`src/rtl/adc_avg_pkg.sv`:
```
// Shared defaults and controller state type for the ADC channel averager.
// Optional rounding is selected in the top with ADC_AVG_ROUND_EN.
package adc_avg_pkg;

    localparam int DEF_DATA_W   = 12;
    localparam int DEF_NUM_CH   = 4;
    localparam int DEF_CH_W     = 2;
    localparam int DEF_LOG2_AVG = 3;
    localparam int ACC_W        = DEF_DATA_W + DEF_LOG2_AVG;

    typedef enum logic [1:0] {
        IDLE,
        ACCUM,
        EMIT,
        HOLD
    } avg_state_t;

endpackage

```
`src/rtl/adc_acc_bank.sv`:
```
// Per-channel accumulator and sample-count register file with one
// read-modify-write port and a completion look-ahead for the next sample.
module adc_acc_bank
    import adc_avg_pkg::*;
#(
    parameter int DATA_W   = DEF_DATA_W,
    parameter int NUM_CH   = DEF_NUM_CH,
    parameter int CH_W     = DEF_CH_W,
    parameter int LOG2_AVG = DEF_LOG2_AVG
) (
    input  logic                       clk,
    input  logic                       reset_n,
    input  logic                       clear,
    input  logic                       upd,
    input  logic [CH_W-1:0]            upd_ch,
    input  logic [DATA_W-1:0]          upd_data,
    output logic [DATA_W+LOG2_AVG-1:0] sum,
    output logic                       complete,
    input  logic [CH_W-1:0]            peek_ch,
    output logic                       peek_complete
);

    localparam int AW = DATA_W + LOG2_AVG;
    localparam logic [LOG2_AVG-1:0] LAST = '1;

    logic [AW-1:0]       acc [NUM_CH];
    logic [LOG2_AVG-1:0] cnt [NUM_CH];

    assign sum      = acc[upd_ch] + AW'(upd_data);
    assign complete = cnt[upd_ch] == LAST;

    // The peeked channel may be the one being updated this cycle.
    always_comb begin
        peek_complete = cnt[peek_ch] == LAST;
        if (upd && (upd_ch == peek_ch))
            peek_complete = !complete && (cnt[upd_ch] == LAST - 1'b1);
    end

    always_ff @(posedge clk or negedge reset_n) begin
        if (!reset_n) begin
            for (int i = 0; i < NUM_CH; i++) begin
                acc[i] <= '0;
                cnt[i] <= '0;
            end
        end else if (clear) begin
            for (int i = 0; i < NUM_CH; i++) begin
                acc[i] <= '0;
                cnt[i] <= '0;
            end
        end else if (upd) begin
            if (complete) begin
                acc[upd_ch] <= '0;
                cnt[upd_ch] <= '0;
            end else begin
                acc[upd_ch] <= sum;
                cnt[upd_ch] <= cnt[upd_ch] + 1'b1;
            end
        end
    end

endmodule

```
`src/rtl/adc_channel_averager.sv`:
```
// Per-channel boxcar averager behind the ADC SPI controller.
// Define ADC_AVG_ROUND_EN for round-half-up results instead of truncation.
module adc_channel_averager
    import adc_avg_pkg::*;
#(
    parameter int DATA_W   = DEF_DATA_W,
    parameter int NUM_CH   = DEF_NUM_CH,
    parameter int CH_W     = DEF_CH_W,
    parameter int LOG2_AVG = DEF_LOG2_AVG
) (
    input  logic              clk,
    input  logic              reset_n,
    input  logic              clear,
    input  logic              in_valid,
    input  logic [CH_W-1:0]   in_ch,
    input  logic [DATA_W-1:0] in_data,
    output logic              in_ready,
    output logic              out_valid,
    input  logic              out_ready,
    output logic [CH_W-1:0]   out_ch,
    output logic [DATA_W-1:0] out_data,
    output logic              overrun
);

    localparam int AW = DATA_W + LOG2_AVG;
    localparam logic [CH_W:0] CH_LIM = (CH_W+1)'(NUM_CH);
`ifdef ADC_AVG_ROUND_EN
    localparam logic [AW-1:0] RND = AW'(1) << (LOG2_AVG - 1);
`else
    localparam logic [AW-1:0] RND = '0;
`endif

    avg_state_t        state;
    avg_state_t        state_nxt;
    logic [CH_W-1:0]   s1_ch;
    logic [DATA_W-1:0] s1_data;
    logic              s1_valid;
    logic              s1_done;
    logic              bank_done;
    logic              peek_done;
    logic              in_range;
    logic              accept;
    logic              load;
    logic              ov_nxt;
    logic [AW-1:0]     sum;
    logic [AW-1:0]     rnd_sum;

    assign in_range = {1'b0, in_ch} < CH_LIM;
    assign s1_valid = (state == ACCUM) || (state == EMIT);
    assign s1_done  = state == EMIT;
    assign in_ready = !(s1_done || (out_valid && !out_ready));
    assign accept   = in_valid && in_ready && in_range && !clear;
    assign load     = s1_valid && bank_done;
    assign rnd_sum  = sum + RND;

    adc_acc_bank #(
        .DATA_W   (DATA_W),
        .NUM_CH   (NUM_CH),
        .CH_W     (CH_W),
        .LOG2_AVG (LOG2_AVG)
    ) u_bank (
        .clk           (clk),
        .reset_n       (reset_n),
        .clear         (clear),
        .upd           (s1_valid),
        .upd_ch        (s1_ch),
        .upd_data      (s1_data),
        .sum           (sum),
        .complete      (bank_done),
        .peek_ch       (in_ch),
        .peek_complete (peek_done)
    );

    // A reload from S2 beats a same-cycle transfer; clear beats both.
    always_comb begin
        ov_nxt    = out_valid;
        state_nxt = IDLE;
        if (out_valid && out_ready)
            ov_nxt = 1'b0;
        if (load)
            ov_nxt = 1'b1;
        if (clear)
            ov_nxt = 1'b0;
        if (clear)
            state_nxt = IDLE;
        else if (accept)
            state_nxt = peek_done ? EMIT : ACCUM;
        else if (ov_nxt)
            state_nxt = HOLD;
    end

    always_ff @(posedge clk or negedge reset_n) begin
        if (!reset_n)
            state <= IDLE;
        else
            state <= state_nxt;
    end

    always_ff @(posedge clk or negedge reset_n) begin
        if (!reset_n) begin
            s1_ch   <= '0;
            s1_data <= '0;
        end else if (accept) begin
            s1_ch   <= in_ch;
            s1_data <= in_data;
        end
    end

    always_ff @(posedge clk or negedge reset_n) begin
        if (!reset_n) begin
            out_valid <= 1'b0;
            out_ch    <= '0;
            out_data  <= '0;
        end else begin
            out_valid <= ov_nxt;
            if (load && !clear) begin
                out_ch   <= s1_ch;
                out_data <= rnd_sum[AW-1 -: DATA_W];
            end
        end
    end

    always_ff @(posedge clk or negedge reset_n) begin
        if (!reset_n)
            overrun <= 1'b0;
        else if (clear)
            overrun <= 1'b0;
        else if (in_valid && !in_ready && in_range)
            overrun <= 1'b1;
    end

endmodule

```
`config.mk`:
```
export PLATFORM = sky130hd
export DESIGN_NAME = adc_channel_averager
export DESIGN_NICKNAME = d
export VERILOG_FILES = /design/src/rtl/adc_avg_pkg.sv /design/src/rtl/adc_acc_bank.sv /design/src/rtl/adc_channel_averager.sv
export SDC_FILE = /design/constraint.sdc
export NUM_CORES = 1
export LEC_CHECK = 0
export ABC_AREA = 1
export BUFFER_PORTS_ARGS = -buffer_cell sky130_fd_sc_hd__buf_2
export CORE_ASPECT_RATIO = 0.8
export CORE_MARGIN = 5
export CORE_UTILIZATION = 45
export CTS_CLUSTER_DIAMETER = 120
export DETAILED_ROUTE_END_ITERATION = 10
export GPL_TIMING_DRIVEN = 0
export PLACE_DENSITY = 0.73
export RECOVER_POWER = 100
export SLEW_MARGIN = 20
export SYNTH_ARGS = -nofsm -noshare
export SYNTH_HDL_FRONTEND = slang
export SYNTH_SLANG_ARGS = --single-unit
```
`constraint.sdc`:
```
create_clock -name clk -period 8.7 [get_ports clk]
set_clock_uncertainty 0.15 [all_clocks]
set_input_delay 0.87 -clock clk [delete_from_list [all_inputs] [get_ports clk]]
set_output_delay 0.87 -clock clk [all_outputs]
set_load 0.05 [all_outputs]
```
==> Word-level counts from Yosys, hierarchy flattened <==
Index checks and enable logic that the tools add are counted.
W data, S select, Z words.
{ "totals": {"inputBits": 19, "output_inout_bits": 17, "register_bits": 104, "elab_cells": 81} }
{ "op_classes": {"n_reduce_logical": 18, "bitwise": 6, "eq_ne": 6, "magnitude_cmp": 3, "n_mux": 31, "addsub": 2} }
{ "ops": {"columns": ["op", "n"], "rows": [
  ["$mux W60", 3],
  ["$and A60 B60 Y60", 1],
  ["$bwmux W60", 1],
  ["$not A60 Y60", 1],
  ["$mux W15", 3],
  ["$mux W12", 3],
  ["$bmux W15 S2", 1],
  ["$demux W15 S2", 1],
  ["$add A15 B12 Y15", 1],
  ["$mux W3", 5],
  ["$and A12 B12 Y12", 1],
  ["$bmux W3 S2", 2],
  ["$bwmux W12", 1],
  ["$not A12 Y12", 1],
  ["$logic_and A1 B1 Y1", 10],
  ["$eq A3 B3 Y1 const B", 3],
  ["$mux W2", 4],
  ["$demux W3 S2", 1],
  ["$ge A3 B3 Y1 const B", 2],
  ["$mux W1", 6],
  ["$not A2 Y3", 2],
  ["$logic_not A1 Y1", 4],
  ["$reduce_bool A2 Y1", 2],
  ["$add A3 B1 Y3 const B", 1],
  ["5 further kinds", 6]
]} }

==> Logic depth before layout (Yosys ltp) <==
{ "logic_depth": {"word_depth": 11, "mapped_depth": 19} }

==> By module <==
From an unflattened synthesis, not the netlist that was laid out.
{ "unflattened": {"hier_cells": 799, "area_unflattened_um2": 5990.7} }
{ "by_module_without_submodules": {"columns": ["module", "cells_each", "n_inst", "area_per_inst_um2"], "rows": [
  ["adc_acc_bank", 652, 1, 4630.7],
  ["adc_channel_averager", 147, 1, 1360.1]
]} }

==> Least setup slack after synthesis <==
Ideal clock, no wire load.
{ "synth_timing": {"path_type": "reg-to-reg", "start": "register s1_ch[0]", "end": "register u_bank.acc[12] (netlist bit)", "path_slack_ps": 5680, "t_arrival_ps": 2754, "path_stages_with_launch": 16, "period_less_slack_ps": 3020, "cell_sequence": "dfrtp_1 > buf_2 > nand2_1 > clkbuf_1 > clkbuf_1 > o221ai_1 > ha_1 > fa_1 > nand3_1 > nand2_1 > nand3_1 > nand3_1 > xor2_1 > nand2_1 > nand2_1 > nand2_1"} }
{ "synth_via": {"elab_chain_cells": 10, "word_cells_on_any_way": 20, "cone_classes": "add/sub: 1; order compare: 2; eq/ne: 1; mux: 12; bitwise: 3; reduce/logical: 1"} }
{ "synth_lines": {"columns": ["element", "line", "text"], "rows": [
  ["from (decl)", "adc_channel_averager.sv:35", "logic [CH_W-1:0] s1_ch;"],
  ["from (signal assigned)", "adc_channel_averager.sv:104", "s1_ch <= in_ch;"],
  ["$not A2 Y3 (not written as such) *", null, null],
  ["parallel branches: the longest is 6 deep, another holds $add A15 B12 Y15", null, null],
  ["$mux W60 *", "adc_acc_bank.sv:51", "if (complete) begin"],
  ["$mux W60 *", "adc_acc_bank.sv:50", "end else if (upd) begin"],
  ["$mux W60 *", "adc_acc_bank.sv:45", "end else if (clear) begin"],
  ["to (signal, indexed assignment)", "adc_acc_bank.sv:55", "acc[upd_ch] <= sum;"],
  ["to (decl)", "adc_acc_bank.sv:26", "logic [AW-1:0] acc [NUM_CH];"]
]} }
Mark *: on every way between the ends. The select of a mux whose other input is x is not followed.
A chain may end at the register's enable or synchronous reset.

==> Worst setup path after layout <==
{ "layout_timing": {"start": "register s1_ch[1]", "end": "register u_bank.cnt[3] (netlist bit)"} }
{ "layout_via": {"elab_chain_cells": 10, "word_cells_on_any_way": 17, "cone_classes": "add/sub: 1; order compare: 2; eq/ne: 1; mux: 9; bitwise: 3; reduce/logical: 1"} }
{ "layout_lines": {"columns": ["element", "line", "text"], "rows": [
  ["$not A2 Y3 (not written as such) *", "adc_acc_bank.sv:30, adc_acc_bank.sv:53, adc_acc_bank.sv:56", null],
  ["parallel branches: the longest is 6 deep, another holds $add A3 B1 Y3", null, null],
  ["$mux W12 *", "adc_acc_bank.sv:51", null],
  ["$mux W12 *", "adc_acc_bank.sv:50", null],
  ["$mux W12 *", "adc_acc_bank.sv:45", null],
  ["to (signal, indexed assignment)", "adc_acc_bank.sv:56", "cnt[upd_ch] <= cnt[upd_ch] + 1'b1;"],
  ["to (decl)", "adc_acc_bank.sv:27", "logic [LOG2_AVG-1:0] cnt [NUM_CH];"]
]} }
Marks and branches as above.

==> qor.json <==
{
  "period_share_pct": 64.6,
  "vias_per_cell": 5.51,
  "synth-warning-count": 0,
  "route.vias.total": 5465,
  "drt_wl_total_um": 16900,
  "first_global_vias": 5084,
  "async_flop_share_pct": 100,
  "final_antenna_net_count": 0,
  "place.detailed.hpwl_um": 12400,
  "multi_input_gate_area_sq_mm": 0.00269,
  "avgSynthCellArea_sq_um": 7.56,
  "worstMarginPinSlew_ns": 3.58,
  "synth_compound_area_share_pct": 17.2,
  "timing.rr.start": "s1_ch[1]",
  "startpoint": "s1_ch[1]",
  "globalRouteOverflowTotal": 0,
  "cp_data_required_time_ns": 8.82,
  "timing.hold.worst.start": "out_data[0]",
  "num-fill-cells": 1265,
  "cp.arrival_ns": 5.74,
  "final_layout_size_suffix_gt1_share_pct": 4.90,
  "dominant_combinational_cell_family_by_area_after_synthesis": "simple AND/OR/NAND/NOR gates",
  "clk_transition_reported_paths_ns": 0.07,
  "cts.sinks": 104,
  "max_freq_mhz": 178,
  "drt-pass1-iter-count": 6,
  "synthDistinctLibCells": 37,
  "totalPowerFinal_mw": 2.09,
  "synth.yosys.seq_area_share_pct": 45.0,
  "setup_viol_count_final": 0,
  "synth_enable_flop_cells": 0,
  "rsz0062_at_grt": "false",
  "drc": 0,
  "fraction_of_synthesized_area_in_multiplexers_pct": 0,
  "worst-path-max-fanout": 10,
  "yosys.area_share.adder_pct": 3.80,
  "path_common_cell": "sky130_fd_sc_hd__inv_1",
  "cp_slowest_stage_delay_ns": 0.90,
  "cp-end-kind": "flip-flop",
  "ir_drop_v": 0.000168,
  "initial_utilization_pct": 45.5,
  "ys_seq_elements": 104,
  "synth_largest_area_cell": "sky130_fd_sc_hd__dfrtp_1",
  "slew-limit-headroom_pct": -139,
  "critPathLaunchType": "flip-flop",
  "cpMaxStageDelayCell": "sky130_fd_sc_hd__nor3_1",
  "final-max-slew-violation-count": 107,
  "synth_area_sq_mm": 0.00579,
  "grt_first_pass_wirelength_um": 27000,
  "routabilityCongestion": 0.957,
  "worst_path_dominant_cell_family": "buffers and inverters",
  "wl_per_cell_um": 17.1,
  "core_area_sq_mm": 0.0127,
  "std_cell_rows": 37,
  "synth_top_cells_by_area": "sky130_fd_sc_hd__dfrtp_1 (45%), sky130_fd_sc_hd__nand2_1 (16%), sky130_fd_sc_hd__inv_1 (5.1%)",
  "cts_buffers": 9,
  "clk_latency_ns": 0.35,
  "grt_max_degree": 68,
  "layout_commonest_cell": "sky130_fd_sc_hd__nand2_1",
  "cts-hold-fix-buffers": 0,
  "placement.io_buffers": 35,
  "path_class": "flip-flop to flip-flop",
  "critPathBufInv": 6,
  "drt_iter0_markers": 616,
  "outcome": "finished with violations",
  "cts_tree": "yes",
  "design.die.area_sq_mm": 0.0152,
  "yosys.area_share.xor_xnor_pct": 1.21,
  "grt_antenna_before_repair": 0,
  "post-cts-setup-buffers": 0,
  "violations": "max-capacitance violations, max-slew violations",
  "max-cap-violations": 2,
  "die_width_um": 137,
  "io_pins": 36,
  "cts.htree.levels": 3,
  "ff_latch_area_sq_mm": 0.00260,
  "synthesis.nets": 802,
  "final_critical_path_setup_slack_ns": 3.08,
  "setup_tns_ns": 0,
  "yosysTopAreaCellShare_pct": 45.0,
  "cts-root-buf": "sky130_fd_sc_hd__clkbuf_16",
  "chipHeight_um": 111,
  "insertedDiodeCount": 0,
  "finish.net_count": 849,
  "timing.final.hold_violations": 0,
  "most-common-layout-cells": "sky130_fd_sc_hd__nand2_1 (247), sky130_fd_sc_hd__dfrtp_1 (104), sky130_fd_sc_hd__inv_1 (80)",
  "synth_simple_gate_area_share_pct": 25.1,
  "minimum_setup_slack_after_placement_ns": 4.44,
  "fin_crit_ns": 5.62,
  "power_leakage_nw": 3.28,
  "synth_flop_cell": "sky130_fd_sc_hd__dfrtp_1",
  "post_synth_inst_count": 766,
  "ctsLongestPathBuffers": 2,
  "critical_path.cell_chain": "inv_1 -> nand2_1 -> inv_1 -> clkbuf_1 -> nand2_1 -> o2111ai_1 -> ha_1 -> ha_1 -> clkbuf_1 -> inv_1 -> nor3_1 -> clkinv_1 -> nor2_1 -> nor2_1 -> o22ai_1",
  "post_cts_resize_count": 0,
  "gr-usage-all-layers_pct": 22.5,
  "area_growth_pct": 9.81,
  "min_path_type": "flip-flop to flip-flop",
  "power_density_over_the_cells_mw_per_mm2": 328
}
flip-flops by register name, summed over array words and instances (netlist names):
register	flops
out_data	12
overrun	1
s1_ch	2
out_ch	2
u_bank.acc	60
out_valid	1
s1_data	12
u_bank.cnt	12
state	2
per-stage QoR:
stage               hold WS, ns  cells  cell area, sq um  utilization, %
floorplan                 0.305    766              5790               -
global placement          0.312    976              6180            48.6
detailed placement        0.319    977              6220            48.8
CTS                       0.281    992              6480            50.9
global route              0.371    992              6360            49.9
finish                    0.334    992              6360            49.9
power breakdown:
part | leakage (nW) | internal [mW] | total [mW] | switching (mW)
clock | 0.117 | 0.192 | 0.374 | 0.182
sequential | 1.35 | 0.659 | 0.769 | 0.111
combinational | 1.81 | 0.257 | 0.944 | 0.687
total | 3.28 | 1.11 | 2.09 | 0.980
routing by layer:
metal,track usage (%),up-vias,part of all wire (%)
li1,-,2610,-
met1,33.2,2551,46
met2,32.7,277,42
met3,6.32,27,11
met4,5.85,0,2.0
met5,0,-,0
Yosys cell counts (2+ instances only):
master / instances
sky130_fd_sc_hd__inv_1: 78
sky130_fd_sc_hd__a21oi_4: 2
sky130_fd_sc_hd__clkbuf_1: 16
sky130_fd_sc_hd__xor2_1: 4
sky130_fd_sc_hd__nand4_1: 7
sky130_fd_sc_hd__ha_1: 16
sky130_fd_sc_hd__o21ai_0: 58
sky130_fd_sc_hd__a21oi_1: 48
sky130_fd_sc_hd__dfrtp_1: 104
sky130_fd_sc_hd__buf_6: 2
sky130_fd_sc_hd__o2111ai_1: 2
sky130_fd_sc_hd__buf_1: 3
sky130_fd_sc_hd__nor2_1: 59
sky130_fd_sc_hd__inv_2: 4
sky130_fd_sc_hd__o22ai_1: 19
sky130_fd_sc_hd__o211ai_1: 3
sky130_fd_sc_hd__nand2_1: 245
sky130_fd_sc_hd__o221ai_1: 10
sky130_fd_sc_hd__nor2_2: 6
sky130_fd_sc_hd__nand3_1: 39
sky130_fd_sc_hd__nand2_2: 2
sky130_fd_sc_hd__a22oi_1: 14
sky130_fd_sc_hd__xnor2_1: 4
sky130_fd_sc_hd__buf_2: 8
cell families after synthesis:
family | after synthesis
buf+inv | 112
fa+ha+maj | 17
flops | 104
compound gates | 165
simple gates | 360
xor+xnor | 8
tightest hold or removal path: stages (launching register included):
cell and delay [ns]:
sky130_fd_sc_hd__dfrtp_1 0.34, sky130_fd_sc_hd__nand2_1 0.05, sky130_fd_sc_hd__o21ai_0 0.06
cell type report:
class / count / area share (%)
Multi-Input combinational cell: 550 / 42.3
Buffer: 29 / 1.79
Timing Repair Buffer: 36 / 2.44
Tap cell: 175 / 3.44
Clock buffer: 10 / 3.60
Inverter: 83 / 4.90
Sequential cell: 104 / 40.9
Clock inverter: 5 / 0.551
worst paths after layout:
check                           endpoint  slack, ns  depth (start not counted)
setup / recovery           u_bank.cnt[3]       3.08                         15
hold / removal               out_data[0]       0.33                          2
setup reg to reg           u_bank.cnt[3]       3.08                         15
hold reg to reg              out_data[0]       0.33                          2
max in group asynchronous  u_bank.acc[7]       3.23                          2
min in group asynchronous    out_data[2]       0.95                          1
Note: power is estimated with default switching activity, not from simulation.
